`src/rtl/lfsr_server.sv`:
```
// lfsr_server: shared pseudo-random number server.
// One N-bit Fibonacci LFSR is handed out to R requesters via round-robin
// request/grant; each service advances the LFSR STEPS times before the value
// is published on data with a one-cycle data_valid pulse.
// Optional feature macro: LFSR_SERVER_LOCKUP_EN (all-zero lockup protection).
module lfsr_server #(
  parameter int             N         = 8,
  parameter logic [N-1:0]   TAPS      = N'(8'hB8),
  parameter int             STEPS     = 4,
  parameter int             R         = 4,
  parameter logic [N-1:0]   SEED_INIT = N'(1)
) (
  input  logic         clk,
  input  logic         reset,
  input  logic [R-1:0] req,
  output logic [R-1:0] gnt,
  output logic         data_valid,
  output logic [N-1:0] data,
  input  logic         seed_load,
  input  logic [N-1:0] seed_data,
  output logic         busy
);

  localparam int CW = $clog2(STEPS + 1);
  localparam int PW = $clog2(R);

  typedef enum logic [1:0] {S_IDLE, S_STEP, S_DONE} state_t;

  state_t          state_q, state_d;
  logic [N-1:0]    lfsr_q, lfsr_d;
  logic [PW-1:0]   ptr_q, ptr_d;
  logic [CW-1:0]   cnt_q, cnt_d;
  logic [R-1:0]    gnt_q, gnt_d;
  logic            dv_q, dv_d;
  logic [N-1:0]    data_q, data_d;
  logic            busy_q, busy_d;

  logic            win_found;
  logic [PW-1:0]   win_idx;
  logic [CW-1:0]   cnt_inc;
  logic            last_step;

  // One Fibonacci step; an all-zero state is pulled back to 1 when protected.
  function automatic logic [N-1:0] lfsr_next(input logic [N-1:0] v);
`ifdef LFSR_SERVER_LOCKUP_EN
    if (v == '0) return N'(1);
`endif
    return {v[N-2:0], ^(v & TAPS)};
  endfunction

  // Seed conditioning; an all-zero seed would lock the LFSR forever.
  function automatic logic [N-1:0] seed_fix(input logic [N-1:0] s);
`ifdef LFSR_SERVER_LOCKUP_EN
    if (s == '0) return N'(1);
`endif
    return s;
  endfunction

  assign cnt_inc   = cnt_q + CW'(1);
  assign last_step = (cnt_inc == CW'(STEPS));

  // Round-robin winner: first active request at or after ptr, wrapping.
  always_comb begin
    win_found = 1'b0;
    win_idx   = '0;
    for (int k = 0; k < R; k++) begin
      if (!win_found && req[(int'(ptr_q) + k) % R]) begin
        win_found = 1'b1;
        win_idx   = PW'((int'(ptr_q) + k) % R);
      end
    end
  end

  // State register plus all registered outputs and datapath state.
  always_ff @(posedge clk or posedge reset) begin
    if (reset) begin
      state_q <= S_IDLE;
      lfsr_q  <= SEED_INIT;
      ptr_q   <= '0;
      cnt_q   <= '0;
      gnt_q   <= '0;
      dv_q    <= 1'b0;
      data_q  <= '0;
      busy_q  <= 1'b0;
    end else begin
      state_q <= state_d;
      lfsr_q  <= lfsr_d;
      ptr_q   <= ptr_d;
      cnt_q   <= cnt_d;
      gnt_q   <= gnt_d;
      dv_q    <= dv_d;
      data_q  <= data_d;
      busy_q  <= busy_d;
    end
  end

  // Next-state logic; seed_load in IDLE takes priority over a grant.
  always_comb begin
    state_d = state_q;
    case (state_q)
      S_IDLE:  if (!seed_load && win_found) state_d = S_STEP;
      S_STEP:  if (last_step) state_d = S_DONE;
      S_DONE:  state_d = S_IDLE;
      default: state_d = S_IDLE;
    endcase
  end

  // Output/datapath next values, registered one cycle later.
  always_comb begin
    lfsr_d = lfsr_q;
    ptr_d  = ptr_q;
    cnt_d  = cnt_q;
    gnt_d  = gnt_q;
    dv_d   = 1'b0;
    data_d = data_q;
    case (state_q)
      S_IDLE: begin
        cnt_d = '0;
        gnt_d = '0;
        if (seed_load) begin
          lfsr_d = seed_fix(seed_data);
        end else if (win_found) begin
          gnt_d = {{(R-1){1'b0}}, 1'b1} << win_idx;
          ptr_d = (win_idx == PW'(R - 1)) ? '0 : win_idx + PW'(1);
        end
      end
      S_STEP: begin
        lfsr_d = lfsr_next(lfsr_q);
        cnt_d  = cnt_inc;
        if (last_step) begin
          data_d = lfsr_d;
          dv_d   = 1'b1;
        end
      end
      S_DONE: begin
        gnt_d = '0;
        cnt_d = '0;
      end
      default: begin
        gnt_d = '0;
        cnt_d = '0;
      end
    endcase
    busy_d = (state_d != S_IDLE);
  end

  assign gnt        = gnt_q;
  assign data_valid = dv_q;
  assign data       = data_q;
  assign busy       = busy_q;

endmodule

```
`config.mk`:
```
export PLATFORM = sky130hd
export DESIGN_NAME = lfsr_server
export DESIGN_NICKNAME = d
export VERILOG_FILES = /design/src/rtl/lfsr_server.sv
export SDC_FILE = /design/constraint.sdc
export NUM_CORES = 1
export LEC_CHECK = 0
export CORE_ASPECT_RATIO = 1.1
export CORE_MARGIN = 1
export CORE_UTILIZATION = 35
export CTS_BUF_LIST = sky130_fd_sc_hd__clkbuf_4 sky130_fd_sc_hd__clkbuf_8
export DETAILED_ROUTE_END_ITERATION = 10
export GPL_ROUTABILITY_DRIVEN = 0
export HOLD_SLACK_MARGIN = 0.1
export SYNTH_ARGS = -nofsm -noshare
export SYNTH_HDL_FRONTEND = slang
export SYNTH_SLANG_ARGS = --single-unit
```
`constraint.sdc`:
```
create_clock -name clk -period 2.2 [get_ports clk]
set_clock_uncertainty 0.15 [all_clocks]
set_input_delay 0.55 -clock clk [delete_from_list [all_inputs] [get_ports clk]]
set_output_delay 0.55 -clock clk [all_outputs]
set_load 0.03 [all_outputs]
```
==> results of run 1 <==
-- layout make-up --
class	count	area [µm²]
Clock buffer	7	96.3
Sequential cell	29	727
Timing Repair Buffer	36	343
Clock inverter	1	5.00
Inverter	4	15.0
Multi-Input combinational cell	82	691
Tap cell	52	65.1
Fill cell	375	2050
-- how the worst max path moves through the flow --
| stage | slack, ps | start | end |
|---|---|---|---|
| after floorplan | 250 | req[1] | gnt[2]$_DFFE_PP0N_ |
| after global placement | -370 | req[2] | gnt[0]$_DFFE_PP0N_ |
| after detailed placement | -440 | req[2] | gnt[2]$_DFFE_PP0N_ |
| after CTS | 4 | req[1] | gnt[1]$_DFFE_PP0N_ |
| after global routing | 100 | req[2] | gnt[2]$_DFFE_PP0N_ |
| final | 170 | gnt[2]$_DFFE_PP0N_ | gnt[2] |
-- cells in the mapped netlist, types with 2 or more instances --
library cell  number  area [µm²]
xnor2_1            2        17.5
or4b_1             4        40.0
and2_1             2        12.5
xor2_1             2        17.5
buf_2              2        10.0
o21a_1             2        15.0
o21ai_0            7        35.0
inv_1              4        15.0
nand2_1           10        37.5
buf_6              2        22.5
nor2b_1            5        31.3
mux2_2             2        22.5
mux2_4             8         120
a22oi_1            7        52.6
a21oi_1            8        40.0
dfrtp_1           28         701
ha_1               6        75.1
-- power groups by stage --
stage               clock network, mW  registers, mW  logic (mW)
finish                          0.476          0.988        1.24
global route                    0.528           1.02        1.34
CTS                             0.491          0.991        1.24
detailed placement                  0          0.994        1.23
global placement                    0          0.980        1.20
floorplan                           0           1.16       0.680
-- metrics by stage --
stage | setup slack, ps | setup TNS (ps)
after floorplan | 249 | 0
after global placement | -367 | -1720
after detailed placement | -438 | -2160
after CTS | 3.63 | 0
after global routing | 104 | 0
final | 166 | 0
-- routing by layer --
layer  up-vias  share of wire (%)  track usage, %
li1        508                  -               -
met1       507                 43            16.1
met2        28                 51            23.2
met3         5                4.2            4.90
met4         0                1.4            5.30
met5         -                  0               0
-- state kept, by name, summed over array words and instances, names as in the netlist --
signal      count
data_valid      1
ptr_q           2
cnt_q           3
data            8
busy            1
state_q         2
lfsr_q          8
gnt             4
-- cells in the final DEF (no fill, tap or decap), types with 5 or more instances in the layout --
| cell type | instances |
|---|---|
| clkdlybuf4s50_1 | 24 |
| o21ai_0 | 7 |
| dfrtp_1 | 28 |
| buf_4 | 8 |
| a21oi_1 | 6 |
| clkbuf_8 | 7 |
| nor2b_1 | 5 |
| a22oi_1 | 7 |
| nand2_1 | 10 |
| ha_1 | 6 |
| mux2_4 | 8 |
-- worst register-to-register path: cells and delay by family (launching register included) --
family	cells	cell delay (ps)
flops	1	480
simple gates	1	450
compound gates	2	290
mux	1	260
fa+ha+maj	1	140
buf+inv	1	110
-- timing repair --
action | in CTS | in global routing
endpoints found under the setup margin | 5 | 5
hold buffers | 0 | 0
gates resized for setup | 6 | 4
-- kinds of logic after synthesis --
logic type	share of synthesized area, %
compound gates	13.7
xor+xnor	2.39
fa+ha+maj	5.12
buf+inv	4.87
flops	49.6
mux	10.4
simple gates	13.8
==> impl_metrics.yaml, run 1 <==
layout:
  fin_cells: 211
  final_cell_area_um2: 1940
  syn2layout_area_growth_pct: 32.5
  drive_gt1_share_pct: 22.0
  diodes: 0
  fin_util_pct: 48.6
  final_nets: 179
logic_synthesis:
  ys_types: 37
  synth_edf_count: 0
  synth_area_um2: 1470
  yosys_warnings: 0
  async_flop_share_pct: 100
  syn_nets: 142
  synth_flop_cell: "dfrtp_1"
  synth-seq-cells: 29
  syn-instance-count: 121
  seq_area_frac_synth_pct: 49.6
  synth.avg_cell_area_um2: 12.1
pwr:
  power.density_nw_per_um2: 1390
  p_sw_uw: 998
  pwr-share-clk_pct: 17.6
  p_int_mw: 1.70
  power.leakage_nw: 0.859
  seqPwrFrac_pct: 36.6
  swShare_pct: 37.0
  p_total_mw: 2.70
  vdd_drop_max_mv: 0.404
  combinationalPowerShare_pct: 45.8
die:
  ios: 29
  dieArea_um2: 4450
  fp-row-count: 24
  die_w_um: 63.7
  floorplan.initialDensity_pct: 36.7
  die_y_um: 69.9
  coreArea_um2: 3990
clock_network:
  clk_latency_ps: 270
  cts_tree: "yes"
  cts_buffer_depth: 2
  cts_setup_buffers: 0
  cts_buffers: 5
  root_buffer: "clkbuf_8"
  htreeDepth: 2
  clock_sinks: 29
  clk_pin_slew_ps: 60
min_path:
  hold_end: "cnt_q[0]$_DFF_PP0_"
  hp-class: "reg -> reg"
  hp-start: "cnt_q[0]$_DFF_PP0_"
  hold_depth: 1
detailed_routing:
  drc: 0
  via_per_inst: 4.97
  ant_nets: 0
  drtIter0Drc: 45
  wl_um: 2780
  first_pass_iters: 4
  post_drt_wl_per_cell_um: 13.2
  num_vias: 1048
sta:
  slew-limit-headroom_pct: 72.3
  fmax_mhz: 492
  fin_crit_ps: 2030
  hold_viol_final: 0
  final_max_slew_viol_count: 0
  tightest_slew_ps: 414
  rsz0062_at_grt: "no"
  hold_slack_ps: 322
  setup_viol: 0
  fin_crit_sh_pct: 92.5
setup_path:
  crit_fanout: 2
  crit_type: "reg -> out"
  rr_worst_depth: 6
  r2r_setup_slack_ps: 230
  critPathBufInv: 1
  critical_path.cell_chain: "clkdlybuf4s50_1"
  rr_endpoint: "gnt[1]$_DFFE_PP0N_"
  r2r_start: "ptr_q[1]$_DFFE_PP0P_"
  required_ps: 1500
  cp_slowest_stage_delay_ps: 680
  cp.depth: 1
  cp_top_family: "buffers and inverters"
  endpoint_kind: "output pin"
  start_kind: "flip-flop"
  slowest_stage: "clkdlybuf4s50_1"
  crit_arrival_ps: 1330
global_routing:
  grt_use_total_pct: 13.9
  grt_pass1_wl_um: 4610
  grt_max_degree: 30
  grt-ovfl-total: 0
  antenna_found_initial: 0
  first_global_vias: 998
job:
  cap_violations: 0
place:
  placed_cells: 203
  portBuffers: 28
  place_area_um2: 1810
  dp_hpwl_um: 2020
run_status:
  status: "completed"
Note: power is estimated with default switching activity, not from simulation.
==> run 2: changes to the inputs <==
--- a/config.mk
+++ b/config.mk
@@ -7,11 +7,13 @@
 export LEC_CHECK = 0
 export CORE_ASPECT_RATIO = 1.1
 export CORE_MARGIN = 1
-export CORE_UTILIZATION = 35
+export CORE_UTILIZATION = 53
 export CTS_BUF_LIST = sky130_fd_sc_hd__clkbuf_4 sky130_fd_sc_hd__clkbuf_8
+export CTS_CLUSTER_SIZE = 25
 export DETAILED_ROUTE_END_ITERATION = 10
 export GPL_ROUTABILITY_DRIVEN = 0
 export HOLD_SLACK_MARGIN = 0.1
+export PLACE_DENSITY = 0.82
 export SYNTH_ARGS = -nofsm -noshare
 export SYNTH_HDL_FRONTEND = slang
 export SYNTH_SLANG_ARGS = --single-unit
==> run 2 against run 1 <==
Cell count down 8.5%. Combinational power about the same. Sequential share of layout area grew 0.76 points. Non-clock buffer count increased by 3. Via count increased by 3.1%. Critical path depth unchanged. Total power down 3.3%. Count of clock-buffer cells in the layout unchanged. Critical path type unchanged. Largest cell class unchanged. Largest power group unchanged. Highest routed layer unchanged.
==> impl_metrics.yaml, run 2 (synthesis results as in run 1) <==
place:
  dp_hpwl_um: 2250
  portBuffers: 28
  place_ws_ps: -408
  placed_cells: 184
global_routing:
  grt_pass1_wl_um: 4890
  first_global_vias: 1155
  grt_max_degree: 30
  grt_use_total_pct: 23.1
  grt-ovfl-total: 0
  antenna_found_initial: 0
clock_network:
  clk_latency_ps: 330
  hold_buffers: 0
  clock_sinks: 29
  cts_buffers: 5
  htreeDepth: 2
  cts_buffer_depth: 2
  clk_pin_slew_ps: 90
  cts_tree: "yes"
  root_buffer: "clkbuf_4"
pwr:
  swShare_pct: 38.3
  p_sw_mw: 1.00
  power.leakage_nw: 0.850
  combinationalPowerShare_pct: 48.1
  vdd_drop_max_mv: 1.01
  power.density_nw_per_um2: 1370
  seqPwrFrac_pct: 37.8
  p_int_mw: 1.61
  pwr-share-clk_pct: 14.1
die:
  floorplan.initialDensity_pct: 57.1
  coreArea_um2: 2570
  fp-row-count: 19
  ios: 29
  die_y_um: 57.1
  dieArea_um2: 2980
  die_w_um: 52.1
min_path:
  hold_depth: 1
  hold_end: "cnt_q[0]$_DFF_PP0_"
  hp-class: "reg -> reg"
  hp-start: "cnt_q[0]$_DFF_PP0_"
sta:
  slew-limit-headroom_pct: 71.6
  fin_crit_sh_pct: 95.1
  hold_viol_final: 0
  setup_viol: 0
  setup_slack_ps: 108
  fin_setup_tns_ps: 0
  fmax_mhz: 478
  fin_crit_ps: 2090
  rsz0062_at_grt: "no"
  tightest_slew_ps: 425
  final_max_slew_viol_count: 0
setup_path:
  start_kind: "flip-flop"
  slowest_stage: "clkdlybuf4s50_1"
  r2r_start: "ptr_q[1]$_DFFE_PP0P_"
  crit_arrival_ps: 1390
  rr_worst_depth: 5
  critPathBufInv: 1
  endpoint_kind: "output pin"
  critical_path.cell_chain: "clkdlybuf4s50_1"
  cp_slowest_stage_delay_ps: 690
  cp_top_family: "buffers and inverters"
  crit_type: "reg -> out"
  required_ps: 1500
  rr_endpoint: "gnt[0]$_DFFE_PP0N_"
  crit_fanout: 2
  r2r_setup_slack_ps: 180
detailed_routing:
  drtIter0Drc: 24
  first_pass_iters: 4
  via_per_inst: 5.60
  wl_um: 2950
  num_vias: 1080
  drc: 0
  post_drt_wl_per_cell_um: 15.3
  ant_nets: 0
layout:
  layout_commonest_cell: "dfrtp_1"
  fin_cells: 193
  layout_common_cells: "28 x dfrtp_1, 25 x clkdlybuf4s50_1, 11 x buf_4, 10 x nand2_1, 8 x mux2_4"
  drive_gt1_share_pct: 23.5
  syn2layout_area_growth_pct: 29.9
  final_nets: 182
  diodes: 0
  fill_cells: 184
run_status:
  status: "completed"
job:
  cap_violations: 0
[run 2: metrics by stage]
step | util [%] | hold slack [ps] | total power, mW | instance area (µm²)
after global routing | 74.1 | 366 | 2.77 | 1900
final | 74.1 | 343 | 2.61 | 1900
after global placement | 70.2 | 299 | 2.17 | 1800
after CTS | 73.9 | 355 | 2.63 | 1900
after floorplan | - | 287 | 1.84 | 1470
after detailed placement | 70.2 | 339 | 2.23 | 1800
[run 2: final cells by class]
class	count	area (µm²)	share of cell area, %
sequential	29	727	38.2
multi-input combinational	82	689	36.2
timing repair buffer	39	363	19.1
clock buffer	7	65.1	3.42
tap	31	38.8	2.04
inverter	4	15.0	0.789
clock inverter	1	5.00	0.263
[run 2: routing by layer]
metal  track usage [%]  part of all wire (%)  vias to the layer above
met5                 0                     0                        -
met4              17.7                   3.7                        0
met3              6.40                   4.3                       13
met2              37.9                    52                       31
met1              24.5                    40                      522
li1                  -                     -                      514
[run 2: worst max-delay path by stage]
stage,startpoint,to,cells past startpoint,slack (ps)
after detailed placement,req[2],gnt[0]$_DFFE_PP0N_,6,-410
after global placement,req[2],gnt[2]$_DFFE_PP0N_,6,-300
after floorplan,req[1],gnt[2]$_DFFE_PP0N_,5,250
final,data[2]$_DFFE_PP0P_,data[2],1,110
after CTS,req[1],gnt[0]$_DFFE_PP0N_,6,20
after global routing,data[2]$_DFFE_PP0P_,data[2],1,60
[run 2: repair_timing]
item,in CTS,in global routing
buffers inserted,1,0
setup endpoints to repair,4,4
hold endpoints to repair,0,0
pin swaps,1,1
resized for setup,7,2
[run 2: power groups by stage]
stage | Clock (mW) | Combinational [mW] | Sequential [mW]
6_report | 0.368 | 1.26 | 0.988
5_1_grt | 0.401 | 1.36 | 1.01
4_1_cts | 0.376 | 1.26 | 0.986
3_5_place_dp | 0 | 1.24 | 0.993
3_3_place_gp | 0 | 1.20 | 0.969
2_1_floorplan | 0 | 0.680 | 1.16
==> run 3: changes to the inputs <==
--- a/config.mk
+++ b/config.mk
@@ -5,7 +5,7 @@
 export SDC_FILE = /design/constraint.sdc
 export NUM_CORES = 1
 export LEC_CHECK = 0
-export CORE_ASPECT_RATIO = 1.1
+export CORE_ASPECT_RATIO = 0.6
 export CORE_MARGIN = 1
 export CORE_UTILIZATION = 53
 export CTS_BUF_LIST = sky130_fd_sc_hd__clkbuf_4 sky130_fd_sc_hd__clkbuf_8
==> run 3 against run 2 <==
Wire length is 0.98% lower. Global-route usage fell by 0.62 points. Total power is 7.6% higher. Highest routed layer unchanged. Largest cell class unchanged. Sequential power up 1%. Setup slack better by 12 ps. Register-to-register slack barely moved. Critical path type is now in -> reg.
==> impl_metrics.yaml, run 3 (synthesis results as in run 1) <==
run_status:
  status: "completed"
setup_path:
  required_ps: 2250
  crit_type: "in -> reg"
  start_kind: "input pin"
  slowest_stage: "clkdlybuf4s50_1"
  crit_arrival_ps: 2130
  rr_worst_depth: 6
  critical_path.cell_chain: "clkdlybuf4s50_1, o221ai_2, inv_1, ha_1, or4b_1, a21oi_1"
  crit_fanout: 4
  cp.depth: 6
  endpoint_kind: "flip-flop"
  cp_slowest_stage_delay_ps: 560
  critPathBufInv: 2
  cp_top_family: "buffers and inverters"
sta:
  slew-limit-headroom_pct: 61.7
  fin_crit_ps: 2080
  fin_setup_tns_ps: 0
  tightest_slew_ps: 574
  rsz0062_at_grt: "no"
  fin_crit_sh_pct: 94.5
  hold_slack_ps: 319
  setup_viol: 0
  final_max_slew_viol_count: 0
  hold_viol_final: 0
  setup_slack_ps: 121
  fmax_mhz: 481
pwr:
  combinationalPowerShare_pct: 43.9
  vdd_drop_max_mv: 0.726
  p_int_mw: 1.79
  seqPwrFrac_pct: 35.5
  p_sw_mw: 1.02
  pwr-share-clk_pct: 20.6
  p_total_mw: 2.81
  power.leakage_nw: 0.843
  swShare_pct: 36.3
  power.density_nw_per_um2: 1470
detailed_routing:
  post_drt_wl_per_cell_um: 15.4
  drt-met1-wl_um: 1450
  drtIter0Drc: 68
  num_vias: 1053
  dr.max_layer_used: "met4"
  via_per_inst: 5.54
  drc: 0
  ant_nets: 0
  wl_met2_um: 1260
  wl_um: 2920
  wl_met3_um: 177
  first_pass_iters: 4
die:
  die_y_um: 42.7
  coreArea_um2: 2560
  floorplan.initialDensity_pct: 57.3
  ios: 29
  fp-row-count: 14
  die_w_um: 69.9
  dieArea_um2: 2990
global_routing:
  first_global_vias: 1040
  grt_use_total_pct: 22.5
  antenna_found_initial: 0
  grt_max_degree: 30
  grt-ovfl-total: 0
  grt_pass1_wl_um: 4910
clock_network:
  cts_setup_buffers: 0
  clk_latency_ps: 280
  cts_tree: "yes"
  cts_buffers: 5
  clock_sinks: 29
  htreeDepth: 2
  hold_buffers: 0
  clk_pin_slew_ps: 60
  cts_buffer_depth: 2
  root_buffer: "clkbuf_8"
  cts_resized: 7
layout:
  layout_common_cells: "28 x dfrtp_1, 25 x clkdlybuf4s50_1, 10 x nand2_1, 8 x mux2_4, 8 x a21oi_1"
  final_nets: 178
  fin_cells: 190
  diodes: 0
  fin_util_pct: 74.9
  drive_gt1_share_pct: 20.3
  layout_commonest_cell: "dfrtp_1"
  fill_cells: 181
  final_cell_area_um2: 1910
  syn2layout_area_growth_pct: 30.7
min_path:
  hold_depth: 1
  hp-class: "reg -> reg"
place:
  place_area_um2: 1780
  dp_hpwl_um: 2060
  place_ws_ps: -431
  placed_cells: 182
  portBuffers: 28
job:
  cap_violations: 0
run 3: changes by cell type in the layout (fill, tap and decap cells not counted), sizes merged:
cell          previous run  this run
buf                     11         7
bufinv                   0         1
clkinv                   1         0
dlygate4sd2              2         3
dlymetal6s2s             1         0
run 3: routing by layer:
metal,track usage [%],up-vias
met5,0,-
met4,9.60,0
met3,8.55,7
met2,32.1,35
met1,30.7,502
li1,-,509
run 3: power groups by stage:
| stage | logic [mW] | clock network [mW] | registers (mW) |
|---|---|---|---|
| 2_1_floorplan | 0.680 | 0 | 1.16 |
| 3_3_place_gp | 1.19 | 0 | 0.980 |
| 3_5_place_dp | 1.23 | 0 | 0.996 |
| 4_1_cts | 1.24 | 0.589 | 0.994 |
| 5_1_grt | 1.34 | 0.613 | 1.03 |
| 6_report | 1.23 | 0.579 | 0.998 |
run 3: worst paths after layout:
kind	startpoint	to	slack, ps
max	req[3]	gnt[1]$_DFFE_PP0N_	120
min	cnt_q[0]$_DFF_PP0_	cnt_q[0]$_DFF_PP0_	320
max reg2reg	ptr_q[1]$_DFFE_PP0P_	gnt[1]$_DFFE_PP0N_	170
min reg2reg	cnt_q[0]$_DFF_PP0_	cnt_q[0]$_DFF_PP0_	320
max in group asynchronous	reset	lfsr_q[0]$_DFFE_PP1P_	1100
min in group asynchronous	reset	cnt_q[2]$_DFF_PP0_	490
run 3: area by class of cell:
cell class / count / area, µm² / area share [%]
flip-flops and latches: 29 / 727 / 38.0
multi-input cells: 82 / 683 / 35.7
repair buffers: 35 / 329 / 17.2
clock buffers: 7 / 90.1 / 4.71
well taps: 32 / 40.0 / 2.09
clock inverters: 1 / 30.0 / 1.57
inverters: 4 / 15.0 / 0.784
